**config.mk**
```make
export PLATFORM = sky130hd
export DESIGN_NAME = pipeline_ctrl
export DESIGN_NICKNAME = d
export VERILOG_FILES = /design/src/rtl/cpu_types_pkg.sv /design/src/rtl/pipeline_ctrl_hazard_detect.sv /design/src/rtl/pipeline_ctrl.sv
export SDC_FILE = /design/constraint.sdc
export NUM_CORES = 1
export LEC_CHECK = 0
export BUFFER_PORTS_ARGS = -buffer_cell sky130_fd_sc_hd__buf_2
export CELL_PAD_IN_SITES_DETAIL_PLACEMENT = 1
export CELL_PAD_IN_SITES_GLOBAL_PLACEMENT = 1
export CORE_MARGIN = 5
export CORE_UTILIZATION = 36
export DETAILED_ROUTE_END_ITERATION = 8
export GPL_ROUTABILITY_DRIVEN = 0
export PLACE_DENSITY = 0.83
export SETUP_SLACK_MARGIN = 0.2
export SLEW_MARGIN = 30
export SYNTH_ARGS = -nofsm -noshare
export SYNTH_HDL_FRONTEND = slang
export SYNTH_SLANG_ARGS = --single-unit
```
**constraint.sdc**
```tcl
create_clock -name CLK -period 6.25 [get_ports CLK]
set_input_delay 1.25 -clock CLK [delete_from_list [all_inputs] [get_ports CLK]]
set_output_delay 1.25 -clock CLK [all_outputs]
set_load 0.005 [all_outputs]
```
**src/rtl/cpu_types_pkg.sv**
```systemverilog
// cpu_types_pkg -- shared types for the CPU pipeline controller.
//   pctrl_state_t : controller states RUN / DMEM / HALT
//   regbits_t     : 5-bit architectural register index
//   sat_inc16     : saturating +1 for 16-bit event counters
package cpu_types_pkg;

   typedef logic [4:0] regbits_t;

   typedef enum logic [1:0] {
      RUN  = 2'd0,
      DMEM = 2'd1,
      HALT = 2'd2
   } pctrl_state_t;

   localparam logic [15:0] STALL_CNT_MAX = 16'hFFFF;

   // Counter increment that sticks at the maximum instead of wrapping.
   function automatic logic [15:0] sat_inc16(input logic [15:0] value);
      logic [15:0] result;
      if (value == STALL_CNT_MAX) begin
         result = value;
      end else begin
         result = value + 16'd1;
      end
      return result;
   endfunction

endpackage

```
**src/rtl/pipeline_ctrl_hazard_detect.sv**
```systemverilog
// hazard_detect -- purely combinational load-use hazard comparator.
// Ports:
//   idex_memread in  ID/EX holds a load
//   idex_rt      in  load destination register
//   ifid_rs      in  IF/ID source register rs
//   ifid_rt      in  IF/ID source register rt
//   load_use     out 1 when the IF/ID instruction reads the pending load result
module hazard_detect
   import cpu_types_pkg::*;
(
   input  logic     idex_memread,
   input  regbits_t idex_rt,
   input  regbits_t ifid_rs,
   input  regbits_t ifid_rt,
   output logic     load_use
);

   // Register zero is hard-wired, so a load into it never creates a dependency.
   assign load_use = idex_memread
                   & (idex_rt != 5'd0)
                   & ((idex_rt == ifid_rs) | (idex_rt == ifid_rt));

endmodule

```
**src/rtl/pipeline_ctrl.sv**
```systemverilog
// pipeline_ctrl -- stall / flush / halt controller for a 5-stage pipeline
// sharing one memory port between instruction fetch and data access.
// Ports:
//   CLK, RST              clock, synchronous active-high reset
//   ihit, dhit            instruction / data access completed this cycle
//   dmemreq               EX/MEM holds a load or store
//   redirect              branch/jump resolved in MEM
//   idex_memread, idex_rt ID/EX load and its destination
//   ifid_rs, ifid_rt      IF/ID source registers
//   memwb_halt            halt instruction reached MEM/WB
//   pc_en .. memwb_en     latch enables (combinational)
//   *_flush               bubble insertion into IF/ID, ID/EX, EX/MEM (combinational)
//   iren                  instruction-port request (combinational)
//   halt                  registered halted flag
//   stall_cnt             registered saturating count of non-HALT cycles with pc_en = 0
module pipeline_ctrl
   import cpu_types_pkg::*;
(
   input  logic        CLK,
   input  logic        RST,
   input  logic        ihit,
   input  logic        dhit,
   input  logic        dmemreq,
   input  logic        redirect,
   input  logic        idex_memread,
   input  regbits_t    idex_rt,
   input  regbits_t    ifid_rs,
   input  regbits_t    ifid_rt,
   input  logic        memwb_halt,
   output logic        pc_en,
   output logic        ifid_en,
   output logic        idex_en,
   output logic        exmem_en,
   output logic        memwb_en,
   output logic        ifid_flush,
   output logic        idex_flush,
   output logic        exmem_flush,
   output logic        iren,
   output logic        halt,
   output logic [15:0] stall_cnt
);

   pctrl_state_t state_r;
   pctrl_state_t next_s;
   logic         halt_r;
   logic [15:0]  stall_cnt_r;
   logic         load_use_s;
   logic         dstall_s;
   logic         pc_en_s, ifid_en_s, idex_en_s, exmem_en_s, memwb_en_s;
   logic         ifid_flush_s, idex_flush_s, exmem_flush_s, iren_s;

   hazard_detect u_hazard_detect (
      .idex_memread (idex_memread),
      .idex_rt      (idex_rt),
      .ifid_rs      (ifid_rs),
      .ifid_rt      (ifid_rt),
      .load_use     (load_use_s)
   );

   assign dstall_s = dmemreq & ~dhit;

   // Next-state and per-cycle enable/flush decode, priority highest first.
   always_comb begin
      next_s        = state_r;
      pc_en_s       = 1'b0;
      ifid_en_s     = 1'b0;
      idex_en_s     = 1'b0;
      exmem_en_s    = 1'b0;
      memwb_en_s    = 1'b0;
      ifid_flush_s  = 1'b0;
      idex_flush_s  = 1'b0;
      exmem_flush_s = 1'b0;
      iren_s        = 1'b0;
      if (RST) begin
         next_s = RUN;
      end else begin
         case (state_r)
            RUN: begin
               // The data side owns the shared port whenever it is waiting.
               iren_s = ~dstall_s;
               if (memwb_halt) begin
                  next_s = HALT;
               end else if (dstall_s) begin
                  next_s = DMEM;
               end else if (redirect) begin
                  // Redirect outranks load-use: the flush removes the consumer.
                  {pc_en_s, ifid_en_s, idex_en_s, exmem_en_s, memwb_en_s} = 5'b11111;
                  {ifid_flush_s, idex_flush_s, exmem_flush_s}               = 3'b111;
               end else if (load_use_s) begin
                  {idex_en_s, exmem_en_s, memwb_en_s} = 3'b111;
                  idex_flush_s                        = 1'b1;
               end else if (!ihit) begin
                  {ifid_en_s, idex_en_s, exmem_en_s, memwb_en_s} = 4'b1111;
                  ifid_flush_s                                   = 1'b1;
               end else begin
                  {pc_en_s, ifid_en_s, idex_en_s, exmem_en_s, memwb_en_s} = 5'b11111;
               end
            end
            DMEM: begin
               if (memwb_halt) begin
                  next_s = HALT;
               end else if (dhit) begin
                  // Redirect is deliberately ignored here; it is seen again in RUN.
                  {pc_en_s, ifid_en_s, idex_en_s, exmem_en_s, memwb_en_s} = 5'b11111;
                  next_s = RUN;
               end else begin
                  next_s = DMEM;
               end
            end
            HALT: begin
               next_s = HALT;
            end
            default: begin
               next_s = RUN;
            end
         endcase
      end
   end

   // State, halt flag and saturating stall counter.
   always_ff @(posedge CLK) begin
      if (RST) begin
         state_r     <= RUN;
         halt_r      <= 1'b0;
         stall_cnt_r <= 16'd0;
      end else begin
         state_r <= next_s;
         halt_r  <= (next_s == HALT);
         if ((state_r != HALT) && !pc_en_s) begin
            stall_cnt_r <= sat_inc16(stall_cnt_r);
         end else begin
            stall_cnt_r <= stall_cnt_r;
         end
      end
   end

   assign pc_en       = pc_en_s;
   assign ifid_en     = ifid_en_s;
   assign idex_en     = idex_en_s;
   assign exmem_en    = exmem_en_s;
   assign memwb_en    = memwb_en_s;
   assign ifid_flush  = ifid_flush_s;
   assign idex_flush  = idex_flush_s;
   assign exmem_flush = exmem_flush_s;
   assign iren        = iren_s;
   assign halt        = halt_r;
   assign stall_cnt   = stall_cnt_r;

endmodule

```
==> flow_summary.json <==
{
  "critPathMaxStageDelay_ns": 0.54,
  "postRouteAntennaNets": 0,
  "synth_edf_count": 0,
  "ir_drop_mv": 0.0713,
  "diodes": 0,
  "grt_first_pass_wirelength_um": 5350,
  "ios": 49,
  "antenna_found_initial": 0,
  "first_pass_iters": 2,
  "path_delay_family": "compound AO/OA/AOI/OAI gates",
  "track_usage_pct": 15.5,
  "clk_pin_slew_ns": 0.11,
  "cts_buffers": 3,
  "switchingPower_mw": 0.0676,
  "crit_chain": "buf_2, or4_1, o21ai_2, o21ai_2, a21oi_4, buf_2",
  "layout_commonest_cell": "buf_2",
  "start_util_pct": 37.5,
  "drive_above_1_share_pct": 35.7,
  "crit_slowest_cell": "or4_1",
  "ys_ff_latch": 19,
  "final_cell_mix": "buf_2, nor2_1, dfxtp_1, xnor2_1, xor2_1",
  "cp.required_ns": 5.00,
  "clk_path_buf_depth": 2,
  "cts_resized": 0,
  "routedWlPerCell_um": 14.1,
  "synth-main-ff-cell": "dfxtp_1",
  "grt_pass1_vias": 1294,
  "worstSetupEndpointType": "primary output",
  "routed_wl_um": 3180,
  "port-buffer-count": 48,
  "core_area_um2": 3050,
  "dp_hpwl_um": 2600,
  "finish.utilization_pct": 46.6,
  "pwr-share-clk_pct": 26.6,
  "critPathLaunchType": "primary input",
  "die_w_um": 66.4,
  "synthesis.nets": 161,
  "yosys_warnings": 0,
  "ys_top_cells_by_area": "dfxtp_1, xnor2_1, xor2_1",
  "dieHeight_um": 66.4,
  "p_leak_nw": 0.655,
  "hold_viol": 0,
  "relSlewSlack_pct": 42.9,
  "via_per_inst": 5.15,
  "slew_viol_final": 0,
  "cts_hold_buf": 0,
  "syn_inst": 137,
  "cp.buffers_inverters": 2,
  "sw_frac_of_total_pct": 28.8,
  "setup_tns_ns": 0,
  "worstMarginPinSlew_ns": 0.856,
  "clk_latency_ns": 0.30,
  "crit_type": "in2out",
  "period_needed_ns": 4.14,
  "finClkSkew_ns": 0.00577,
  "rsz0062_at_grt": "false",
  "cts_setup_buffers": 0,
  "hold_path_class": "reg2reg",
  "worst_ep_arrival_time_ns": 2.89,
  "crit_fanout": 16,
  "drtIter0Drc": 27,
  "power_density_nw_per_um2": 165,
  "ys_seq_area_share_pct": 33.2,
  "vias": 1164,
  "cts_num_sinks": 19,
  "cts-root-buf": "clkbuf_4",
  "die-area_um2": 4410,
  "rows": 20,
  "final_nets": 207,
  "power_frac_comb_pct": 18.5,
  "period_share_pct": 66.2,
  "intPower_mw": 0.167,
  "htreeDepth": 1,
  "seq_power_share_pct": 54.9,
  "grt_max_degree": 23,
  "area_delta_synth_final_pct": 24.2,
  "ys_async_sr_fraction_pct": 0,
  "overflow": 0,
  "outcome": "complete, no violations",
  "cts_tree": "built",
  "fillers": 424,
  "drc": 0,
  "yosysTopAreaCell": "dfxtp_1",
  "max_cap_viol_count": 0,
  "syn_area_per_cell_um2": 8.37,
  "synth_top_area_share_pct": 33.2,
  "clock.fmax_mhz": 242,
  "setup_viol": 0,
  "synthDistinctLibCells": 33,
  "synth.cell_area_um2": 1150
}
[power groups by stage]
stage	sequential (mW)	clock [mW]	combinational (mW)
after floorplan	0.131	0	0.0257
after global placement	0.131	0	0.0412
after detailed placement	0.132	0	0.0440
after CTS	0.129	0.0654	0.0442
after global routing	0.130	0.0697	0.0486
final	0.129	0.0623	0.0435
[flip-flops by register name, indices dropped and copies added, names as in the netlist]
signal,flops
stall_cnt,16
state_r,2
halt,1
[metrics by stage]
stage          hold WS (ns)  worst slack (ns)  std cells  cell area, um^2  power (mW)
2_1_floorplan         0.516              2.59        137             1150       0.157
3_3_place_gp          0.520              2.17        222             1400       0.172
3_5_place_dp          0.533              2.11        222             1400       0.176
4_1_cts               0.550              2.11        226             1420       0.239
5_1_grt               0.598              2.01        226             1420       0.248
6_report              0.544              2.11        226             1420       0.235
[cell usage after synthesis (3+ instances only)]
library cell / n
xnor2_1: 14
o21ai_2: 3
nand3_1: 8
dfxtp_1: 19
nand2_1: 6
inv_1: 5
xor2_1: 10
and3_1: 4
nor4_1: 4
clkbuf_1: 3
nor3_2: 8
buf_4: 3
nor3_1: 5
nor2_1: 22
[per-layer routing]
layer,share of wire (%),GRT usage (%),wire (um),up-vias
met2,52,29.9,1660,37
met3,7.1,4.42,227,5
li1,-,-,-,555
met5,0,0,0,-
met1,40,15.5,1260,567
met4,1.0,5.58,33,0
[final cells by class]
| class | instances | area (um^2) | share of cell area [%] |
|---|---|---|---|
| tap | 44 | 55.1 | 3.87 |
| clock buffer | 3 | 22.5 | 1.58 |
| sequential | 19 | 380 | 26.7 |
| clock inverter | 1 | 5.00 | 0.351 |
| timing repair buffer | 48 | 240 | 16.9 |
| inverter | 5 | 18.8 | 1.32 |
| multi-input combinational | 106 | 702 | 49.3 |
[worst paths after layout]
kind | slack, ns | to | cells after the start | from
max reg2reg | 4.09 | stall_cnt[13] | 8 | stall_cnt[8]
max | 2.11 | pc_en | 6 | idex_rt[0]
min reg2reg | 0.54 | stall_cnt[1] | 2 | stall_cnt[1]
min | 0.54 | stall_cnt[1] | 2 | stall_cnt[1]
[worst reg2reg max path, stage by stage (launching register included)]
cell and delay [ns]:
dfxtp_1 0.43, and3_1 0.23, nand3_1 0.11, nor2_1 0.17
nand4_1 0.15, o21ai_2 0.36, nor3_2 0.13, nand3b_1 0.15
mux2_1 0.32
[kinds of logic after synthesis]
group,count (synthesis),share of synthesized area [%]
AO/OA/AOI/OAI,15,9.93
XOR/XNOR,24,18.3
adder cells (fa/ha/maj),1,1.09
buffers and inverters,12,5.57
flip-flops,19,33.2
multiplexers,1,0.982
AND/OR/NAND/NOR,65,30.9
Note: power is estimated with default switching activity, not from simulation.
